`config.mk`:
```
export PLATFORM = sky130hd
export DESIGN_NAME = fetch_stage_flat
export DESIGN_NICKNAME = d
export VERILOG_FILES = /design/src/rtl/fetch_stage_pkg.sv /design/src/rtl/fetch_stage_if.sv /design/src/rtl/fetch_stage_pc_target_check.sv /design/src/rtl/fetch_stage.sv /design/src/flat_wrapper.sv
export SDC_FILE = /design/constraint.sdc
export NUM_CORES = 1
export LEC_CHECK = 0
export ABC_CLOCK_PERIOD_IN_PS = 5200
export CAP_MARGIN = 25
export CORE_AREA = 4 4 124 126
export DETAILED_ROUTE_END_ITERATION = 10
export DIE_AREA = 0 0 128 130
export PLACE_DENSITY_LB_ADDON = 0.1
export SYNTH_ARGS = -nofsm -noshare
export SYNTH_HDL_FRONTEND = slang
export SYNTH_SLANG_ARGS = --single-unit
```
`constraint.sdc`:
```
create_clock -name clk -period 5.2 [get_ports clk]
set_input_delay 0.52 -clock clk [delete_from_list [all_inputs] [get_ports clk]]
set_output_delay 0.52 -clock clk [all_outputs]
set_load 0.03 [all_outputs]
```
`src/rtl/fetch_stage_pkg.sv`:
```
// Shared pipeline types for the RISC-V core: fetch FSM states, the NOP
// encoding and the IF/ID pipeline-register layout.
package riscv_structures;

  typedef enum logic [1:0] {
    BOOT = 2'd0,
    RUN  = 2'd1,
    HALT = 2'd2
  } fetch_state_e;

  localparam logic [31:0] NOP_INSTR = 32'h0000_0013;

  typedef struct packed {
    logic        valid;
    logic [31:0] instr;
    logic [31:0] pc;
    logic [31:0] pc_plus4;
  } if_id_t;

  // An empty IF/ID slot: decode sees a NOP with zeroed PCs.
  function automatic if_id_t if_id_bubble();
    if_id_t b;
    b.valid    = 1'b0;
    b.instr    = NOP_INSTR;
    b.pc       = 32'h0;
    b.pc_plus4 = 32'h0;
    return b;
  endfunction

endpackage

```
`src/rtl/fetch_stage_if.sv`:
```
// Signals between the fetch stage and its neighbours: instruction memory,
// hazard unit, execute-stage redirects and the decode-facing IF/ID outputs.
interface fetch_stage_if;
  logic [31:0] imem_addr;
  logic [31:0] imem_rdata;
  logic        stall;
  logic        redirect_valid;
  logic [31:0] redirect_target;
  logic        id_valid;
  logic [31:0] id_instr;
  logic [31:0] id_pc;
  logic [31:0] id_pc_plus4;
  logic        fetch_fault;
  logic [31:0] fetch_count;

  modport master (
    output imem_addr, id_valid, id_instr, id_pc, id_pc_plus4, fetch_fault, fetch_count,
    input  imem_rdata, stall, redirect_valid, redirect_target
  );

  modport slave (
    input  imem_addr, id_valid, id_instr, id_pc, id_pc_plus4, fetch_fault, fetch_count,
    output imem_rdata, stall, redirect_valid, redirect_target
  );
endinterface

```
`src/rtl/fetch_stage_pc_target_check.sv`:
```
// Combinational legality check for a fetch address: word aligned and inside
// the instruction memory.
module pc_target_check #(
  parameter int IMEM_WORDS = 256
) (
  input  logic [31:0] addr,
  output logic        legal
);
  // Compare in 33 bits so a memory spanning the full 4 GiB cannot overflow the limit.
  localparam logic [32:0] LIMIT = 33'(IMEM_WORDS) * 33'd4;

  assign legal = (addr[1:0] == 2'b00) && ({1'b0, addr} < LIMIT);
endmodule

```
`src/rtl/fetch_stage.sv`:
```
// Instruction-fetch stage: owns the PC, captures the instruction into IF/ID,
// and handles stalls, execute redirects and illegal fetch targets.
module fetch_stage
  import riscv_structures::*;
#(
  parameter logic [31:0] RESET_PC   = 32'h0000_0000,
  parameter int          IMEM_WORDS = 256
) (
  input  logic           clk,
  input  logic           rst_n,
  fetch_stage_if.master  bus
);

  fetch_state_e state;
  logic [31:0]  pc;
  if_id_t       if_id;
  logic         fault;
  logic [31:0]  count;
  logic         redirect_legal;
  logic         pc_legal;

  pc_target_check #(.IMEM_WORDS(IMEM_WORDS)) u_redirect_check (
    .addr  (bus.redirect_target),
    .legal (redirect_legal)
  );

  pc_target_check #(.IMEM_WORDS(IMEM_WORDS)) u_pc_check (
    .addr  (pc),
    .legal (pc_legal)
  );

  // Redirects outrank the PC check and stalls; a bad target freezes the PC for post-mortem.
  always_ff @(posedge clk) begin
    if (!rst_n) begin
      state <= BOOT;
      pc    <= RESET_PC;
      if_id <= if_id_bubble();
      fault <= 1'b0;
      count <= 32'h0;
    end else begin
      case (state)
        BOOT: begin
          if_id <= if_id_bubble();
          state <= RUN;
        end
        RUN: begin
          if (bus.redirect_valid) begin
            if_id <= if_id_bubble();
            if (redirect_legal) begin
              pc <= bus.redirect_target;
            end else begin
              fault <= 1'b1;
              state <= HALT;
            end
          end else if (!pc_legal) begin
            if_id <= if_id_bubble();
            fault <= 1'b1;
            state <= HALT;
          end else if (!bus.stall) begin
            if_id <= '{valid: 1'b1, instr: bus.imem_rdata, pc: pc, pc_plus4: pc + 32'd4};
            pc    <= pc + 32'd4;
            count <= count + 32'd1;
          end
        end
        HALT: begin
          if_id <= if_id_bubble();
          fault <= 1'b1;
        end
        default: begin
          if_id <= if_id_bubble();
          fault <= 1'b1;
          state <= HALT;
        end
      endcase
    end
  end

  assign bus.imem_addr   = pc;
  assign bus.id_valid    = if_id.valid;
  assign bus.id_instr    = if_id.instr;
  assign bus.id_pc       = if_id.pc;
  assign bus.id_pc_plus4 = if_id.pc_plus4;
  assign bus.fetch_fault = fault;
  assign bus.fetch_count = count;

endmodule

```
`src/flat_wrapper.sv`:
```
// flat-port wrapper written by rule: the top's interface ports become plain ports
module fetch_stage_flat import riscv_structures::*;
#(
  parameter logic [31:0] RESET_PC   = 32'h0000_0000,
  parameter int          IMEM_WORDS = 256
)
  (clk, rst_n, bus_imem_addr, bus_id_valid, bus_id_instr, bus_id_pc, bus_id_pc_plus4, bus_fetch_fault, bus_fetch_count, bus_imem_rdata, bus_stall, bus_redirect_valid, bus_redirect_target);
  fetch_stage_if bus_i ();
  input  logic clk;
  input  logic rst_n;
  output wire logic [$bits(bus_i.imem_addr)-1:0] bus_imem_addr;
  output wire logic [$bits(bus_i.id_valid)-1:0] bus_id_valid;
  output wire logic [$bits(bus_i.id_instr)-1:0] bus_id_instr;
  output wire logic [$bits(bus_i.id_pc)-1:0] bus_id_pc;
  output wire logic [$bits(bus_i.id_pc_plus4)-1:0] bus_id_pc_plus4;
  output wire logic [$bits(bus_i.fetch_fault)-1:0] bus_fetch_fault;
  output wire logic [$bits(bus_i.fetch_count)-1:0] bus_fetch_count;
  input wire logic [$bits(bus_i.imem_rdata)-1:0] bus_imem_rdata;
  input wire logic [$bits(bus_i.stall)-1:0] bus_stall;
  input wire logic [$bits(bus_i.redirect_valid)-1:0] bus_redirect_valid;
  input wire logic [$bits(bus_i.redirect_target)-1:0] bus_redirect_target;
  assign bus_imem_addr = bus_i.imem_addr;
  assign bus_id_valid = bus_i.id_valid;
  assign bus_id_instr = bus_i.id_instr;
  assign bus_id_pc = bus_i.id_pc;
  assign bus_id_pc_plus4 = bus_i.id_pc_plus4;
  assign bus_fetch_fault = bus_i.fetch_fault;
  assign bus_fetch_count = bus_i.fetch_count;
  assign bus_i.imem_rdata = bus_imem_rdata;
  assign bus_i.stall = bus_stall;
  assign bus_i.redirect_valid = bus_redirect_valid;
  assign bus_i.redirect_target = bus_redirect_target;
  fetch_stage #(.RESET_PC(RESET_PC), .IMEM_WORDS(IMEM_WORDS)) u_core (.clk(clk), .rst_n(rst_n), .bus(bus_i));
endmodule
```
# [After elaboration in Yosys (flattened, before gate mapping)]
# Cells that the tools add are included.
[totals] reg_bits=164 latchBits=0 ram_bits=0 romBits=0 inputBits=68 output_inout_bits=162 word_cells=48 n_memories=0
[op_classes] n_addsub=2 mul=0 div_mod_pow=0 n_lt_le_gt_ge=2 n_eq_ne=6 n_shift=0 muxes=12 bitwise_logic=7 reduce_logical=11
[ops] cell="32-bit 2-to-1 mux" n=4
[ops] cell="32-bit by 11-bit < comparator with 1-bit output (second input constant)" n=2
[ops] cell="32-bit by 1-bit adder with 32-bit output (second input constant)" n=1
[ops] cell="32-bit by 3-bit adder with 32-bit output (second input constant)" n=1
[ops] cell="4-bit AND reduction" n=2
[ops] cell="1-bit NOT" n=7
[ops] cell="2-bit logical NOT" n=3
[ops] cell="2-bit 2-to-1 mux" n=3
[ops] cell="3-bit inequality test (second input constant)" n=2
[ops] cell="2-bit one-hot mux with 3 select lines" n=1
[ops] cell="3-bit AND reduction" n=2
[ops] cell="2-bit by 1-bit inequality test with 1-bit output (second input constant)" n=2
[ops] cell="4-bit OR reduction" n=1
[ops] cell="1-bit 2-to-1 mux" n=3
[ops] cell="2-bit by 1-bit == test with 1-bit output (second input constant)" n=1
[ops] cell="2-bit == test (second input constant)" n=1
[ops] cell="1-bit logical AND" n=2
[ops] cell="1-bit one-hot mux with 2 select lines" n=1
[ops] cell="2-bit nonzero test" n=1

# [Longest topological paths before layout]
# Gate-level depths: netlist of the first run.
[depth] word_depth=5 ltp_mapped=8 mapped_depth_nobuf=6

# [Modules after synthesis]
# Synthesis of the first run repeated with hierarchy kept, for this count alone.
[unflattened] cells_unflattened=837 area_unflattened_um2=7224.4
[by_module_without_submodules] module="fetch_stage" instances=1 cells_per_inst=819 area_per_inst_um2=7109.3 seq_area_each_um2=3243.1
[by_module_without_submodules] module="pc_target_check" instances=2 cells_per_inst=9 area_per_inst_um2=57.6 seq_area_each_um2=0.0

# [Worst setup path before layout of the first run]
# Ideal clock, no wire load.
[synth_timing] path_type="flip-flop to flip-flop" from="register u_core.pc[2] (netlist: u_core.bus.imem_addr[2])" to="register u_core.if_id, in the netlist u_core.bus.id_pc_plus4[28]" setup_time_ns=0.122 arrival_time_ns=2.410 required_time_ns=5.078 slack_ns=2.668 path_stages_with_launch=8 n_path_buf=1 synth_period_minus_slack_ns=2.532 path_cell_list="dfxtp_1 > ha_1 > and3_1 > nand4_1 > or3_1 > clkbuf_1 > o31a_1 > o311a_1"
[synth_via] elab_chain_cells=4 word_cells_on_any_way=5 classes_between="add/sub: 1; order compare: 1; bitwise: 1; reduce/logical: 2"
[synth_rtl] item="start, declared" line_no="fetch_stage.sv:15" text="logic [31:0] pc;"
[synth_rtl] item="start signal, assigned" line_no="fetch_stage.sv:50" text="pc <= bus.redirect_target;"
[synth_rtl] item="start signal, assigned" line_no="fetch_stage.sv:61" text="pc <= pc + 32'd4;"
[synth_rtl] item="32-bit by 11-bit < comparator with 1-bit output" line_no="fetch_stage_pc_target_check.sv:12" text="assign legal = (addr[1:0] == 2'b00) && ({1'b0, addr} < LIMIT);"
[synth_rtl] item="1-bit logical AND" line_no="fetch_stage_pc_target_check.sv:12"
[synth_rtl] item="1-bit NOT (no source line)"
[synth_rtl] item="4-bit OR reduction (no source line)"
[synth_rtl] item="end signal, assigned" line_no="fetch_stage.sv:37" text="if_id <= if_id_bubble();"
[synth_rtl] item="end signal, assigned" line_no="fetch_stage.sv:43" text="if_id <= if_id_bubble();"
[synth_rtl] item="end signal, assigned" line_no="fetch_stage.sv:48" text="if_id <= if_id_bubble();"
[synth_rtl] item="end, declared" line_no="fetch_stage.sv:16" text="if_id_t if_id;"
# Several ways; a longest one is shown, not always the timed one.
# A chain may end at the register's enable or synchronous reset.

# [Worst setup path after layout of the first run]
[layout_timing] from="input port bus_redirect_valid" to="register u_core.count[10] (netlist: u_core.bus.fetch_count[10])"
[layout_via] elab_chain_cells=2
[layout_rtl] item="start, declared" line_no="flat_wrapper.sv:20" text="input wire logic [$bits(bus_i.redirect_valid)-1:0] bus_redirect_valid;"
[layout_rtl] item="1-bit NOT (no source line)"
[layout_rtl] item="4-bit AND reduction (no source line)"
[layout_rtl] item="end signal, assigned" line_no="fetch_stage.sv:62" text="count <= count + 32'd1;"
[layout_rtl] item="end, declared" line_no="fetch_stage.sv:18" text="logic [31:0] count;"
# Every way passes these cells.

==> qor.txt, run 1 <==
Status: completed
Clock-pin slew on the worst setup and hold paths: 60 ps
Later-pin clock latency in the skew report: 420 ps
Max-Slew Margin vs Limit: 39.91%
Die footprint: 0.01664 sq mm
DRC Markers: 0
Area Overhead vs Synth: 43.70%
Post CTS Setup Buffer Count: 0
Share of the synthesized area in the top cell type: 47.39%
Vias in the first global route: 6202
Pint: 2141 uW
H-tree depth: 4
WHS Path Cells: 2
Final nets: 1027
Slew at the pin closest to its max-slew limit: 901.4 ps
First-pass GRT wire length: 31370 um
Ratio of cells with drive above 1 in the final layout: 5.464%
CTS tree: done
Synth top area cells: dfxtp_1, mux2i_1, nor2_1
Setup_tns: 0 ps
Row Count: 44
Port Buffers: 229
Vias per inst: 5.476
Net switching power: 627.7 uW
Final setup fails: 0
Clock power frac: 46.3%
Reg2Reg Depth: 5
Cell Chain, Critical Path: clkdlybuf4s50_1 > buf_4 > nor4_1 > and4_1 > nand3_1 > or4_2 > a21oi_1
CP max stage delay: 870 ps
EDFF count, synth: 0
Cts hold-fix bufs: 0
Clk_skew: 7.734 ps
Comb pwr share: 7.8%
WL/cell: 17.18 um
Core region area: 0.01431 sq mm
Crit path DAT: 3670 ps
Routed Antenna Nets: 0
Post-synthesis instance total: 765
FF+latch count, synth: 162
Cell Area, Synth: 0.006843 sq mm
Worst vdd ir: 0.1894 mV
Worst Path Max Fanout: 26
RSZ-0062 raised after global routing: no
Critical-path top delay cell: or4_2
Mapped Nets: 835
Initial antenna violation count: 0
Tcrit/Tclk final: 63.60%
CP endpoint kind: register
Setup CP Type: in2reg
Yosys warns: 0
GRT Util Overall: 23.50%
Fmax: 302.4 MHz
Vias: 6319
Async SR Flop Fraction: 0%
Final WL: 19830 um
Syn_area_per_cell: 8.945 sq um
Number of antenna diodes: 0
Fin crit period: 3307 ps
Max cap viols: 0
Hpwl dp: 13990 um
Setup crit start kind: input pin
Switching share of power: 22.67%
Leakage: 0.003488 uW
Reg power frac: 45.8%
Pwr dens: 281.5 mW/mm^2
Hold WS: 463.1 ps
CTS Sinks: 162
Num CTS Buffers: 17
Critical path data required time: 5560 ps
Post-synthesis sequential area ratio: 47.39%
Min-Delay Path Class: reg2reg
Synth cell count leaders: dfxtp_1, nor2_1, mux2i_1
# resized after CTS: 0
Die Wd: 128 um
DRT Pass-1 Iters: 5
DIE HEIGHT: 130 um
Prevailing post-synth register cell: dfxtp_1
I/O pins: 230
Most frequent cell after synthesis: dfxtp_1
DRT iter0 DRCs: 472
Initial Util: 47.81%
Top cell type by total area after synthesis: dfxtp_1
Final hold vios: 0
Total gr overflow: 0
Pin count of the biggest net entering global routing: 90
Max Root-Sink Buffers: 2
Synth unique cells: 51
Routability congestion estimate: 0.9094
Root Driver: clkbuf_16
Slew Limit Fails: 0
-- flip-flops by register name, summed over array words and instances, names as in the netlist --
signal,count
u_core.bus.id_pc,30
u_core.bus.id_valid,1
u_core.state,2
u_core.bus.fetch_fault,1
u_core.bus.fetch_count,32
u_core.bus.id_pc_plus4,32
u_core.bus.imem_addr,32
u_core.bus.id_instr,32
-- final cells by class --
class                      count  area (sq um)
multi-input combinational    521          3286
fill                        1138          4481
clock inverter                12         156.4
sequential                   162          3243
inverter                      19         71.32
clock buffer                  20         456.7
tap                          184         230.2
timing repair buffer         236          2390
-- worst max-delay path: cells and delay by family --
family                 cells  cell delay (ps)
AND/OR/NAND/NOR            4             2090
AO/OA/AOI/OAI              1              150
buffers and inverters      2              890
-- power by group through the flow --
| stage | registers [uW] | logic, uW | clock network, uW |
|---|---|---|---|
| after floorplan | 1310 | 97.1 | 0 |
| after CTS | 1270 | 213 | 1300 |
| after detailed placement | 1300 | 212 | 0 |
| after global routing | 1270 | 234 | 1360 |
| after global placement | 1300 | 208 | 0 |
| final | 1270 | 217 | 1280 |
-- worst paths after layout --
kind                                     startpoint                                       to  slack (ps)
max                              bus_redirect_valid  u_core.bus.fetch_count[10]$_SDFFE_PN0P_        1890
max reg2reg   u_core.bus.imem_addr[29]$_SDFFE_PN0P_  u_core.bus.fetch_count[10]$_SDFFE_PN0P_        2110
min          u_core.bus.id_pc_plus4[7]$_SDFFE_PP0N_   u_core.bus.id_pc_plus4[7]$_SDFFE_PP0N_         460
min reg2reg  u_core.bus.id_pc_plus4[7]$_SDFFE_PP0N_   u_core.bus.id_pc_plus4[7]$_SDFFE_PP0N_         460
-- layout by cell type, fill, tap and decap left out, types with 3 or more instances in the layout --
| master | n |
|---|---|
| clkdlybuf4s50_1 | 228 |
| dfxtp_1 | 162 |
| nor2_1 | 110 |
| mux2i_1 | 67 |
| nand2_1 | 47 |
| a21oi_1 | 35 |
| and3_1 | 27 |
| xnor2_1 | 23 |
| nor4_1 | 22 |
| nand4_1 | 19 |
| nand3_1 | 19 |
| inv_1 | 17 |
| a211oi_1 | 17 |
| o31ai_1 | 17 |
| clkbuf_16 | 17 |
| or4_1 | 16 |
| o21ai_0 | 14 |
| or3_1 | 13 |
| nor3_1 | 8 |
| o41ai_1 | 7 |
| or2_2 | 6 |
| xor2_1 | 6 |
| o21a_1 | 5 |
| buf_4 | 5 |
| and4_1 | 4 |
| nand2b_1 | 4 |
| clkinvlp_4 | 4 |
| o21bai_1 | 3 |
| o211ai_1 | 3 |
| bufinv_16 | 3 |
-- logic make-up after synthesis --
family	share of synthesized area, %
buf+inv	4.772
mux	9.801
fa+ha+maj	0.3656
simple gates	22.47
compound gates	11.48
xor+xnor	3.712
flops	47.39
-- layer usage --
layer,global-route usage (%),part of all wire (%)
met1,28.43,42
met2,38.79,48
met3,8.187,7.8
met4,8.864,2.3
met5,0,0
-- through the flow --
stage	utilization [%]	setup WS (ps)	total power, uW	cells	area, sq um
finish	68.70	1893	2768	1154	9833
global route	68.70	1552	2862	1154	9833
CTS	68.21	1745	2782	1151	9763
detailed placement	63.92	1307	1509	1119	9150
global placement	63.92	1534	1503	1119	9150
floorplan	-	2668	1411	765	6843
No activity file was read; power rests on OpenSTA's default activity.
==> run 2: changes to the inputs <==
--- a/config.mk
+++ b/config.mk
@@ -5,11 +5,11 @@
 export SDC_FILE = /design/constraint.sdc
 export NUM_CORES = 1
 export LEC_CHECK = 0
-export ABC_CLOCK_PERIOD_IN_PS = 5200
+export ABC_CLOCK_PERIOD_IN_PS = 3160
 export CAP_MARGIN = 25
-export CORE_AREA = 4 4 124 126
+export CORE_AREA = 4 4 127 129
 export DETAILED_ROUTE_END_ITERATION = 10
-export DIE_AREA = 0 0 128 130
+export DIE_AREA = 0 0 131 133
 export PLACE_DENSITY_LB_ADDON = 0.1
 export SYNTH_ARGS = -nofsm -noshare
 export SYNTH_HDL_FRONTEND = slang
==> constraint.sdc (replaced) <==
create_clock -name clk -period 3.16 [get_ports clk]
set_input_delay 0.316 -clock clk [delete_from_list [all_inputs] [get_ports clk]]
set_output_delay 0.316 -clock clk [all_outputs]
set_load 0.03 [all_outputs]
==> run 2 against run 1 <==
Against the previous run:
- hold slack worse by 110 ps
- worst setup slack lost 1400 ps
- clock power increased by 59%
- wire length grew 0.84%
- sequential cell count unchanged
- register-to-register slack worse by 1600 ps
- combinational power up 69%
- utilization down 2.8 points
- non-clock buffer count up 17
- critical path type is now reg2reg
- critical endpoint is now u_core.bus.id_pc_plus4[28]$_SDFFE_PP0N_
- largest cell class unchanged
==> qor.txt, run 2 (same netlist as run 1, synthesis figures left out) <==
Status: completed
Initial antenna violation count: 0 (unchanged)
Setup_tns: 0 ps (unchanged)
Vias: 6506 (+3.0%)
Leakage: 0.003557 uW (+2.0%)
DRT iter0 DRCs: 414 (-12%)
Min-Delay Path Class: in2reg
Critical path data required time: 3470 ps (-2090 ps)
Crit path DAT: 2930 ps (-740 ps)
RSZ-0062 raised after global routing: no
Slew at the pin closest to its max-slew limit: 1003 ps (+101.3 ps)
CP endpoint kind: register
First-pass GRT wire length: 31810 um (+1.4%)
H-tree depth: 4 (unchanged)
Hpwl dp: 14410 um (+3.0%)
Worst vdd ir: 0.3850 mV (+100%)
Num CTS Buffers: 17 (unchanged)
Root Driver: clkbuf_16
Initial Util: 45.52% (-2.3 points)
Row Count: 45 (+2.3%)
Pin count of the biggest net entering global routing: 69 (-23%)
Max Root-Sink Buffers: 2 (unchanged)
Cts hold-fix bufs: 0 (unchanged)
Final setup fails: 0 (unchanged)
Vias in the first global route: 6363 (+2.6%)
Later-pin clock latency in the skew report: 420 ps (about the same)
Slew Limit Fails: 0 (unchanged)
Fin crit period: 2625 ps
Final WL: 19990 um (+0.84%)
DRT Pass-1 Iters: 6 (+1)
Number of antenna diodes: 0 (unchanged)
Setup CP Type: reg2reg
Die Wd: 131 um (+2.3%)
DIE HEIGHT: 133 um (+2.3%)
I/O pins: 230 (unchanged)
Commonest non-fill, non-tap cell in the layout: clkdlybuf4s50_1
Max-Slew Margin vs Limit: 33.15% (-6.8 points)
Final hold vios: 0 (unchanged)
Ratio of cells with drive above 1 in the final layout: 7.194% (+1.7 points)
Setup crit start kind: register
Total gr overflow: 0 (unchanged)
Clock-pin slew on the worst setup and hold paths: 60 ps (about the same)
Worst Path Max Fanout: 8 (-69%)
Max cap viols: 0 (unchanged)
CTS Sinks: 162 (unchanged)
CTS tree: done
Port Buffers: 229 (unchanged)
Routed Antenna Nets: 0 (unchanged)
GRT Util Overall: 22.59% (-0.91 points)
Tcrit/Tclk final: 83.07%
Core region area: 0.01503 sq mm (+5.0%)
Reg2Reg Depth: 6 (+1)
Die footprint: 0.01742 sq mm (+4.7%)
Fmax: 380.9 MHz
WHS Path Cells: 3 (+1)
Area Overhead vs Synth: 44.82%
DRC Markers: 0 (unchanged)
WL/cell: 17.02 um (-0.96%)
Final nets: 1044 (+1.7%)
Most frequent cells in the layout: clkdlybuf4s50_1, dfxtp_1, nor2_1
Pwr dens: 451.5 mW/mm^2 (+60%)
Clk_skew: 8.317 ps (+0.5827 ps)
Vias per inst: 5.537 (+1.1%)
Routability congestion estimate: 0.8403 (-7.6%)
Post CTS Setup Buffer Count: 0 (unchanged)
Core Util, Final: 65.92% (-2.8 points)
# resized after CTS: 0 (unchanged)
-- run 2: metrics by stage --
stage	std cells	cell area [sq um]	setup slack, ps	total power, uW	hold WS, ps
floorplan	765	6843	628.2	2322	441.1
global placement	1143	9318	509.1	2485	436.0
detailed placement	1143	9318	468.7	2495	446.8
CTS	1175	9910	574.5	4508	338.6
global route	1175	9910	395.4	4638	354.9
finish	1175	9910	534.9	4475	356.7
-- run 2: final cells by class --
type | instances | area [sq um]
Fill cell | 1248 | 5124
Multi-Input combinational cell | 521 | 3286
Sequential cell | 162 | 3243
Timing Repair Buffer | 253 | 2482
Clock buffer | 22 | 494.2
Tap cell | 188 | 235.2
Clock inverter | 10 | 97.59
Inverter | 19 | 71.32
-- run 2: worst max-delay path: stages (launching register included) --
cell and delay (ps):
dfxtp_1 340, ha_1 260, and3_1 250, nand4_1 420, or3_1 640, o31a_1 330, o311a_1 280
-- run 2: metal layers --
layer  vias up  global-route usage [%]  wire, um
met4         0                   7.314       358
met1      3060                   28.42      8286
li1       3145                       -         -
met3        33                   8.801      1808
met5         -                       0         0
met2       268                   35.41      9540
-- run 2: power breakdown --
part           leakage, uW  switching (uW)  total [uW]  internal [uW]
Clock             0.000285             832        2030           1190
Sequential         0.00131            17.9        2080           2060
Combinational      0.00196             191         367            176
Total              0.00356            1040        4470           3430
-- run 2: final timing paths --
check | from | slack, ps | end
setup / recovery | u_core.bus.imem_addr[3]$_SDFFE_PN0P_ | 530 | u_core.bus.id_pc_plus4[28]$_SDFFE_PP0N_
hold / removal | bus_stall | 360 | u_core.bus.id_pc_plus4[9]$_SDFFE_PP0N_
setup reg to reg | u_core.bus.imem_addr[3]$_SDFFE_PN0P_ | 530 | u_core.bus.id_pc_plus4[28]$_SDFFE_PP0N_
hold reg to reg | u_core.bus.id_valid$_SDFFE_PP0N_ | 460 | u_core.bus.id_valid$_SDFFE_PP0N_
